`config.mk`:
```
export PLATFORM = sky130hd
export DESIGN_NAME = mem_req_queue
export DESIGN_NICKNAME = d
export VERILOG_FILES = /design/src/rtl/mem_req_queue.sv
export SDC_FILE = /design/constraint.sdc
export NUM_CORES = 1
export LEC_CHECK = 0
export ABC_AREA = 1
export CAP_MARGIN = 10
export CORE_MARGIN = 1
export CORE_UTILIZATION = 51
export DETAILED_ROUTE_END_ITERATION = 6
export GPL_ROUTABILITY_DRIVEN = 1
export GPL_TIMING_DRIVEN = 0
export HOLD_SLACK_MARGIN = 0.15
export PLACE_DENSITY = 0.88
export SLEW_MARGIN = 10
export SYNTH_ARGS = -nofsm -noshare
export SYNTH_HDL_FRONTEND = slang
export SYNTH_SLANG_ARGS = --single-unit
```
`constraint.sdc`:
```
create_clock -name clk -period 5.2 [get_ports clk]
set_input_delay 0.78 -clock clk [delete_from_list [all_inputs] [get_ports clk]]
set_output_delay 0.78 -clock clk [all_outputs]
set_load 0.03 [all_outputs]
```
`src/rtl/mem_req_queue.sv`:
```
// mem_req_queue: pre-memory stage between EXE and MEM with up to OUTSTANDING in-flight data
// requests. It checks alignment, issues sized and strobed bus requests, and keeps every op
// in a program-order completion queue (Q). Read data returns through a response FIFO (R) and
// is aligned and extended before it goes to MEM. After a flush, responses to requests that
// were already accepted by the bus ("ghosts") are counted and dropped.
//
// Ports:
//   clk, reset           clock, synchronous active-high reset
//   flush                pipeline flush; clears S, Q and R on the next edge
//   in_*                 EXE-side op (valid/ready handshake)
//   req*                 data-bus request channel (held stable until req_addr_ok)
//   rsp_data_ok/rdata    in-order bus responses for reads and writes
//   out_*                MEM-side result (valid/ready handshake)
//   inflight             live issued-unresponded requests plus ghosts
module mem_req_queue #(
   parameter int unsigned DATA_W      = 32,
   parameter int unsigned OUTSTANDING = 4,
   parameter int unsigned DEST_W      = 5
) (
   input  logic                           clk,
   input  logic                           reset,
   input  logic                           flush,
   input  logic                           in_valid,
   output logic                           in_ready,
   input  logic                           in_load,
   input  logic                           in_store,
   input  logic [1:0]                     in_size,
   input  logic                           in_sign,
   input  logic [31:0]                    in_addr,
   input  logic [DATA_W-1:0]              in_wdata,
   input  logic [DEST_W-1:0]              in_dest,
   input  logic                           in_ex,
   input  logic [4:0]                     in_exccode,
   input  logic [31:0]                    in_badvaddr,
   output logic                           req,
   output logic                           req_wr,
   output logic [2:0]                     req_size,
   output logic [31:0]                    req_addr,
   output logic [DATA_W/8-1:0]            req_wstrb,
   output logic [DATA_W-1:0]              req_wdata,
   input  logic                           req_addr_ok,
   input  logic                           rsp_data_ok,
   input  logic [DATA_W-1:0]              rsp_rdata,
   output logic                           out_valid,
   input  logic                           out_ready,
   output logic [DEST_W-1:0]              out_dest,
   output logic [DATA_W-1:0]              out_data,
   output logic                           out_ex,
   output logic [4:0]                     out_exccode,
   output logic [31:0]                    out_badvaddr,
   output logic [$clog2(OUTSTANDING):0]   inflight
);

   localparam int unsigned STRB_W = DATA_W / 8;
   localparam int unsigned OFF_W  = $clog2(STRB_W);
   localparam int unsigned PW     = $clog2(OUTSTANDING);
   localparam int unsigned CW     = PW + 1;

   typedef struct packed {
      logic              need_rsp;
      logic              load;
      logic [1:0]        size;
      logic              sign;
      logic [OFF_W-1:0]  off;
      logic [DEST_W-1:0] dest;
      logic [DATA_W-1:0] data;
      logic              ex;
      logic [4:0]        exccode;
      logic [31:0]       badvaddr;
   } q_entry_t;

   // Stage register S
   logic              s_valid;
   logic              s_load;
   logic              s_store;
   logic [1:0]        s_size;
   logic              s_sign;
   logic [31:0]       s_addr;
   logic [DATA_W-1:0] s_wdata;
   logic [DEST_W-1:0] s_dest;
   logic              s_ex;
   logic [4:0]        s_exccode;
   logic [31:0]       s_badvaddr;

   // Completion queue Q and response FIFO R; pointers carry an extra wrap bit
   q_entry_t          q_mem [OUTSTANDING];
   logic [PW:0]       q_wr, q_rd;
   logic [DATA_W-1:0] r_mem [OUTSTANDING];
   logic [PW:0]       r_wr, r_rd;

   logic [CW-1:0]     live_cnt, ghost_cnt;

   logic              s_mem, s_misal, f_ex;
   logic [4:0]        f_code;
   logic [31:0]       f_badv;
   logic [2:0]        amask;
   logic [STRB_W-1:0] strb_base;
   logic [OFF_W-1:0]  s_off;
   logic              q_full, q_empty, r_empty, q_space;
   logic              q_push, q_pop, r_push, r_pop;
   logic              accept, s_leave, s_take, drop, live_rsp;
   q_entry_t          q_in, q_head;
   logic [DATA_W-1:0] r_head, sh, keep, ext;
   logic              sbit;

   always_comb begin
      s_mem = s_load | s_store;
      s_off = s_addr[OFF_W-1:0];

      unique case (s_size)
         2'd0:    amask = 3'b000;
         2'd1:    amask = 3'b001;
         2'd2:    amask = 3'b011;
         default: amask = 3'b111;
      endcase
      s_misal = (s_addr[2:0] & amask) != 3'b000;

      // Upstream exception wins over the local alignment fault
      f_ex   = s_ex | (s_mem & s_misal);
      f_code = s_ex ? s_exccode : (s_load ? 5'd4 : 5'd5);
      f_badv = s_ex ? s_badvaddr : s_addr;

      q_full  = (q_wr[PW] != q_rd[PW]) && (q_wr[PW-1:0] == q_rd[PW-1:0]);
      q_empty = (q_wr == q_rd);
      r_empty = (r_wr == r_rd);

      q_head = q_mem[q_rd[PW-1:0]];
      r_head = r_mem[r_rd[PW-1:0]];

      out_valid = !q_empty && (!q_head.need_rsp || !r_empty);
      q_pop     = out_valid && out_ready;
      q_space   = !q_full || q_pop;

      // req only looks at the registered full flag so it cannot glitch with out_ready
      req = s_valid && s_mem && !f_ex && !flush && !q_full && (inflight < CW'(OUTSTANDING));
      accept = req && req_addr_ok;

      s_leave  = !flush && s_valid && ((s_mem && !f_ex) ? accept : q_space);
      in_ready = !s_valid || s_leave;
      s_take   = in_valid && in_ready && !flush;

      q_push = s_leave;
      q_in.need_rsp = s_mem && !f_ex;
      q_in.load     = s_load;
      q_in.size     = s_size;
      q_in.sign     = s_sign;
      q_in.off      = s_off;
      q_in.dest     = s_dest;
      q_in.data     = s_wdata;
      q_in.ex       = f_ex;
      q_in.exccode  = f_ex ? f_code : 5'd0;
      q_in.badvaddr = f_ex ? f_badv : 32'd0;

      drop     = rsp_data_ok && (ghost_cnt != '0);
      live_rsp = rsp_data_ok && (ghost_cnt == '0);
      r_push   = live_rsp && !flush;
      r_pop    = q_pop && q_head.need_rsp;

      inflight = live_cnt + ghost_cnt;

      // Request fields
      unique case (s_size)
         2'd0:    strb_base = STRB_W'(1);
         2'd1:    strb_base = STRB_W'(3);
         2'd2:    strb_base = STRB_W'(15);
         default: strb_base = '1;
      endcase
      req_wr    = s_store;
      req_size  = {1'b0, s_size};
      req_addr  = s_addr;
      req_wstrb = s_store ? (strb_base << s_off) : '0;
      req_wdata = s_wdata << {s_off, 3'b000};

      // Load data alignment and extension
      sh = r_head >> {q_head.off, 3'b000};
      unique case (q_head.size)
         2'd0: begin keep = DATA_W'(8'hFF);         sbit = sh[7];  end
         2'd1: begin keep = DATA_W'(16'hFFFF);      sbit = sh[15]; end
         2'd2: begin keep = DATA_W'(32'hFFFF_FFFF); sbit = sh[31]; end
         default: begin keep = '1;                  sbit = sh[DATA_W-1]; end
      endcase
      ext = (sh & keep) | ((q_head.sign && sbit) ? ~keep : '0);

      out_dest     = '0;
      out_data     = '0;
      out_ex       = 1'b0;
      out_exccode  = '0;
      out_badvaddr = '0;
      if (out_valid) begin
         out_dest     = q_head.dest;
         out_ex       = q_head.ex;
         out_exccode  = q_head.exccode;
         out_badvaddr = q_head.badvaddr;
         if (q_head.need_rsp) out_data = q_head.load ? ext : '0;
         else                 out_data = q_head.data;
      end
   end

   always_ff @(posedge clk) begin
      if (reset) begin
         s_valid    <= 1'b0;
         s_load     <= 1'b0;
         s_store    <= 1'b0;
         s_size     <= '0;
         s_sign     <= 1'b0;
         s_addr     <= '0;
         s_wdata    <= '0;
         s_dest     <= '0;
         s_ex       <= 1'b0;
         s_exccode  <= '0;
         s_badvaddr <= '0;
      end else if (flush) begin
         s_valid <= 1'b0;
      end else if (s_take) begin
         s_valid    <= 1'b1;
         s_load     <= in_load;
         s_store    <= in_store;
         s_size     <= in_size;
         s_sign     <= in_sign;
         s_addr     <= in_addr;
         s_wdata    <= in_wdata;
         s_dest     <= in_dest;
         s_ex       <= in_ex;
         s_exccode  <= in_exccode;
         s_badvaddr <= in_badvaddr;
      end else if (s_leave) begin
         s_valid <= 1'b0;
      end
   end

   always_ff @(posedge clk) begin
      if (reset || flush) begin
         q_wr <= '0;
         q_rd <= '0;
         r_wr <= '0;
         r_rd <= '0;
      end else begin
         if (q_push) q_wr <= q_wr + 1'b1;
         if (q_pop)  q_rd <= q_rd + 1'b1;
         if (r_push) r_wr <= r_wr + 1'b1;
         if (r_pop)  r_rd <= r_rd + 1'b1;
      end
   end

   always_ff @(posedge clk) begin
      if (q_push) q_mem[q_wr[PW-1:0]] <= q_in;
      if (r_push) r_mem[r_wr[PW-1:0]] <= rsp_rdata;
   end

   // On flush every live outstanding request (including one accepted this cycle) turns ghost
   always_ff @(posedge clk) begin
      if (reset) begin
         live_cnt  <= '0;
         ghost_cnt <= '0;
      end else if (flush) begin
         live_cnt  <= '0;
         ghost_cnt <= ghost_cnt - CW'(drop) + live_cnt + CW'(accept) - CW'(live_rsp);
      end else begin
         live_cnt  <= live_cnt + CW'(accept) - CW'(live_rsp);
         ghost_cnt <= ghost_cnt - CW'(drop);
      end
   end

endmodule

```
; Yosys cells after proc, flatten, opt, wreduce, memory -nomap -nowiden
; Memories as Yosys holds them, arrays and structs flattened. A register that Yosys moved wholly into a read port is not among the register bits.
; Index checks and enable logic that the tools add are counted.
[word_totals]
inputBits = 151
ram_bits = 456
output_inout_bits = 153
mem_count = 2
word_cells = 117
regBits = 131
[classes]
bitwise = 8
n_eq_ne = 7
reduce_logical = 38
order_cmp = 1
shifts = 3
n_addsub = 11
n_mux = 30
[memory_table]
columns = name, depth, word_bits, read_ports, rd_clocked_by_memory_dff, write_ports, line_no
row1 = q_mem, 4, 82, 1, 1, 1, 86  ; q_entry_t q_mem [OUTSTANDING];
row2 = r_mem, 4, 32, 1, 1, 1, 88  ; logic [DATA_W-1:0] r_mem [OUTSTANDING];
[op_table]
columns = op, count
row1 = two-way mux 32 bit, 7
row2 = one-hot mux 32 bit (2 select lines), 1
row3 = AND 32 bit, 1
row4 = NOT 32 bit, 1
row5 = bitwise OR 32 bit, 1
row6 = left shift 32 x 5 -> 32 bit, 1
row7 = right shift 32 x 5 -> 32 bit, 1
row8 = two-way mux 5 bit, 4
row9 = logical AND 1 bit, 19
row10 = adder 3 x 1 -> 3 bit (second input constant), 4
row11 = two-way mux 1 bit, 9
row12 = one-hot mux 3 bit (3 select lines), 1
row13 = subtractor 3 x 1 -> 3 bit, 3
row14 = two-way mux 2 bit, 4
row15 = one-hot mux 4 bit (2 select lines), 1
row16 = logical NOT 1 bit, 7
row17 = adder 3 x 1 -> 3 bit, 2
row18 = adder 3 bit, 2
row19 = == test 3 bit, 2
row20 = nonzero test 3 bit, 2
row21 = == test 2 x 1 -> 1 bit (second input constant), 2
row22 = logical NOT 2 bit, 2
row23 = logical OR 1 bit, 4
row24 = two-way mux 4 bit, 1
row25 = other kinds (15), 16

; Longest topological paths before layout
[depth]
depth_word = 18
depth_mapped = 17
ltp_nobuf = 17

; Least setup slack after synthesis
; Ideal clock, no wire load.
[synth_timing]
kind = register to register
from = register live_cnt[0]
to = memory q_mem[0][0] (netlist name) (enable)
setup_ps = 523
stages_incl_launch_ff = 11
arrival_time_ps = 4926
slack_ps = -249
synth_period_minus_slack_ps = 5449
n_path_buf = 0
required_ps = 4677
path_cell_list = dfxtp_1 -> ha_1 -> inv_1 -> fa_1 -> nand3_1 -> nand3_1 -> nor2_1 -> nand3_2 -> nand2_2 -> nand2_4 -> nor2_1
[synth_between]
elab_chain_cells = 8
[synth_rtl]
columns = item, line_no
row1 = start: declaration, 91  ; logic [CW-1:0] live_cnt, ghost_cnt;
row2 = start signal: assignment, 259  ; live_cnt <= live_cnt + CW'(accept) - CW'(live_rsp);
row3 = adder 3 bit, 159  ; inflight = live_cnt + ghost_cnt;
row4 = less-than comparator 3 bit, 135  ; req = s_valid && s_mem && !f_ex && !flush && !q_full && (inflight < CW'(OUTSTANDING));
row5 = logical AND 1 bit, 135
row6 = logical AND 1 bit, 136  ; accept = req && req_addr_ok;
row7 = two-way mux 1 bit, 138  ; s_leave = !flush && s_valid && ((s_mem && !f_ex) ? accept : q_space);
row8 = logical AND 1 bit, 138
row9 = two-way mux 1 bit, 246  ; if (q_push) q_mem[q_wr[PW-1:0]] <= q_in;
row10 = two-way mux 1 bit (implied by the code), 246
row11 = end: declaration, 86
; No other way between the ends.

==> impl_metrics.json <==
{
  "grt_max_degree": 29,
  "fin_nets": 3195,
  "place_ws_ns": 0.6246,
  "hold_depth": 2,
  "via_per_inst": 5.959,
  "async_flop_share_pct": 0,
  "synth_top_area_share_pct": 53.25,
  "fin_worst_skew_ns": 0.05976,
  "design_area_sq_um": 31830,
  "synth_cell_type_count": 41,
  "yosysMostFrequentCell": "nor2_1",
  "finalHoldViolations": 0,
  "die_area_sq_um": 51320,
  "status": "finished, final reports clean",
  "clock-sinks": 591,
  "hold_buffers": 0,
  "synth_cells": 2648,
  "die_w_um": 226.6,
  "yosys.area.top_type": "edfxtp_1",
  "cts_tree": "yes",
  "finalCritPeriodShare_pct": 98.70,
  "cts_root_buf": "clkbuf_16",
  "grt_overflow_total": 0,
  "cts_setup_buffers": 0,
  "antenna_left": 0,
  "synth_compound_area_share_pct": 12.20,
  "antenna_found_initial": 2,
  "fmax_mhz": 194.8,
  "slew_headroom_pct": 21.56,
  "num_io_pins": 304,
  "wl_per_cell_um": 22.12,
  "r2r_start": "s_size[0]$_SDFFE_PP0P_",
  "grt_pass1_wl_mm": 121.3,
  "seq_area_frac_synth_pct": 63.76,
  "start_kind": "flop",
  "synth_top_family_by_area": "simple AND/OR/NAND/NOR gates",
  "postLayoutCoreUtil_pct": 64.50,
  "min_period_ns": 5.133,
  "ctsLongestPathBuffers": 3,
  "clkLatencyLatePin_ns": 0.64,
  "whs_ns": 0.4788,
  "synth-adder-area-share_pct": 1.090,
  "ys_seq_elements": 591,
  "cts.clk_slew.worst_paths_ns": 0.07,
  "synthSimpleGateAreaFrac_pct": 16.27,
  "worst_r2r_path_depth": 16,
  "grt_pass1_vias": 21020,
  "setup_viol": 0,
  "arrival_ns": 4.35,
  "fin_cells": 3737,
  "firstDrtPassIters": 6,
  "worstHoldPathType": "flop to flop",
  "holdPathEnd": "q_rd[2]$_SDFFE_PP0P_",
  "crit_type": "flop to output pin",
  "fin_ws_ns": 0.06744,
  "io_buffers": 302,
  "drive_gt1_share_pct": 5.697,
  "rows": 81,
  "dieHeight_um": 226.6,
  "place_inst": 3630,
  "synth-xor-area-share_pct": 0.3065,
  "regToRegEndpoint": "ghost_cnt[2]$_SDFF_PP0_",
  "wl_mm": 82.66,
  "p_leak_nw": 11.63,
  "crit_path_max_fanout": 10,
  "fillCellCount": 3439,
  "synth-main-ff-cell": "edfxtp_1",
  "cp.required_ns": 4.42,
  "synth_area_sq_um": 25720,
  "core_area_sq_um": 49360,
  "ys_top_cells_by_area": "edfxtp_1 (53%), dfxtp_1 (11%), nor2_1 (6.8%)",
  "vias": 22270,
  "tightest_slew_ns": 1.172,
  "drc": 0,
  "yosys_warnings": 0,
  "maxCapViolCount": 0,
  "reg2reg_slack_ns": 1.38,
  "dp_hpwl_mm": 56.61,
  "initial_utilization_pct": 52.10,
  "initialDrtViolationCount": 3580,
  "final_max_slew_viol_count": 0,
  "syn_nets": 2819,
  "multi_input_area_sq_um": 7745,
  "irDropWorstVdd_uv": 281.5,
  "htreeDepth": 2,
  "synth_common_cells": "nor2_1 (466), edfxtp_1 (456), nand2_1 (374)",
  "synthMuxAreaShare_pct": 0,
  "ff_latch_area_sq_um": 16400,
  "place_area_sq_um": 29970,
  "synthToLayoutAreaGrowth_pct": 23.79,
  "cts_buffers": 56,
  "grt_usage_pct": 31.73,
  "p_per_area_nw_per_um2": 336.1,
  "synth_edf_count": 456,
  "gp_congestion": 0.9544,
  "ctsResizeCount": 0,
  "endpoint_kind": "output pin",
  "synth_area_per_cell_sq_um": 9.711,
  "rsz0062_at_grt": "no",
  "min-delay-start": "q_rd[2]$_SDFFE_PP0P_"
}
-- power breakdown --
part	switching (mW)	total, mW	internal (mW)	leakage, nW
Clock	1.80	4.14	2.34	0.890
Combinational	0.770	1.24	0.466	5.63
Sequential	0.114	5.32	5.21	5.12
Total	2.68	10.7	8.02	11.6
-- sequential cells by signal, summed over array words and instances (netlist names), 2 cells and up, named ones only --
| signal | flops |
|---|---|
| live_cnt | 3 |
| s_dest | 5 |
| r_wr | 3 |
| s_size | 2 |
| s_badvaddr | 32 |
| s_exccode | 5 |
| q_rd | 3 |
| q_wr | 3 |
| q_mem | 328 |
| ghost_cnt | 3 |
| s_wdata | 32 |
| req_addr | 32 |
| r_mem | 128 |
| r_rd | 3 |
-- layer usage --
metal | vias up | part of all wire, % | global-route usage (%)
li1 | 9751 | - | -
met1 | 10300 | 34 | 39.78
met2 | 1882 | 46 | 50.65
met3 | 336 | 14 | 8.008
met4 | 2 | 5.9 | 16.94
met5 | - | 0.016 | 0
-- cell usage in the layout, fill, tap and decap left out, types with 6 or more instances in the layout --
cell type,netlist,layout
a21oi_1,249,249
a22oi_1,7,7
buf_1,16,16
buf_12,0,13
buf_2,26,26
buf_4,20,20
bufinv_16,0,6
clkbuf_1,114,131
clkbuf_16,0,56
clkdlybuf4s50_1,0,302
clkinv_1,5,13
clkinv_2,0,8
dfxtp_1,135,135
edfxtp_1,456,456
ha_1,16,16
inv_1,207,207
inv_2,7,7
nand2_1,374,374
nand3_1,181,181
nor2_1,466,458
nor2_4,0,8
o211ai_1,7,7
o21ai_0,253,253
o221ai_1,7,7
o22a_1,8,8
o22ai_1,40,40
o32ai_1,7,7
or2_2,7,7
-- area by class of cell --
cell class                 instances  area share (%)
inverter                         219           2.582
sequential                       591           51.51
buffer                           180           2.555
clock inverter                    30           1.104
clock buffer                      76           4.732
antenna                            1        0.007861
tap                              664           2.610
multi-input combinational       1658           24.33
timing repair buffer             318           10.57
-- worst max path at each step --
stage                                       from                      to  slack [ns]  depth (start not counted)
after floorplan           live_cnt[0]$_SDFF_PP0_   q_mem[0][0]$_DFFE_PP_       -0.25                         10
after global placement                     flush  q_mem[3][47]$_DFFE_PP_       -3.42                         10
after detailed placement                   flush                in_ready        0.62                         13
after CTS                                   flop             out_data[8]        0.26                         10
after global routing                        flop             out_data[9]        0.04                         10
final                                       flop            out_data[23]        0.07                          9
-- through the flow --
step	TNS [ns]	total power [mW]
2_1_floorplan	-81.74	6.053
5_1_grt	0	10.96
6_report	0	10.70
3_5_place_dp	0	6.601
3_3_place_gp	-1079.70	6.546
4_1_cts	0	10.64
-- kinds of logic after synthesis --
family | after synthesis
flops | 591
other cells | 1
xor+xnor | 9
buf+inv | 399
simple gates | 1039
compound gates | 589
fa+ha+maj | 20
-- critical path, stage by stage, from the launching register on --
cell             delay [ns]
dfxtp_1                0.39
inv_2                  0.20
buf_2                  0.30
clkbuf_1               0.68
clkbuf_1               0.53
nor2_1                 0.09
o22ai_1                0.38
nand2_1                0.11
a21oi_1                0.32
clkdlybuf4s50_1        0.74
(Power assumes the default switching activity.)
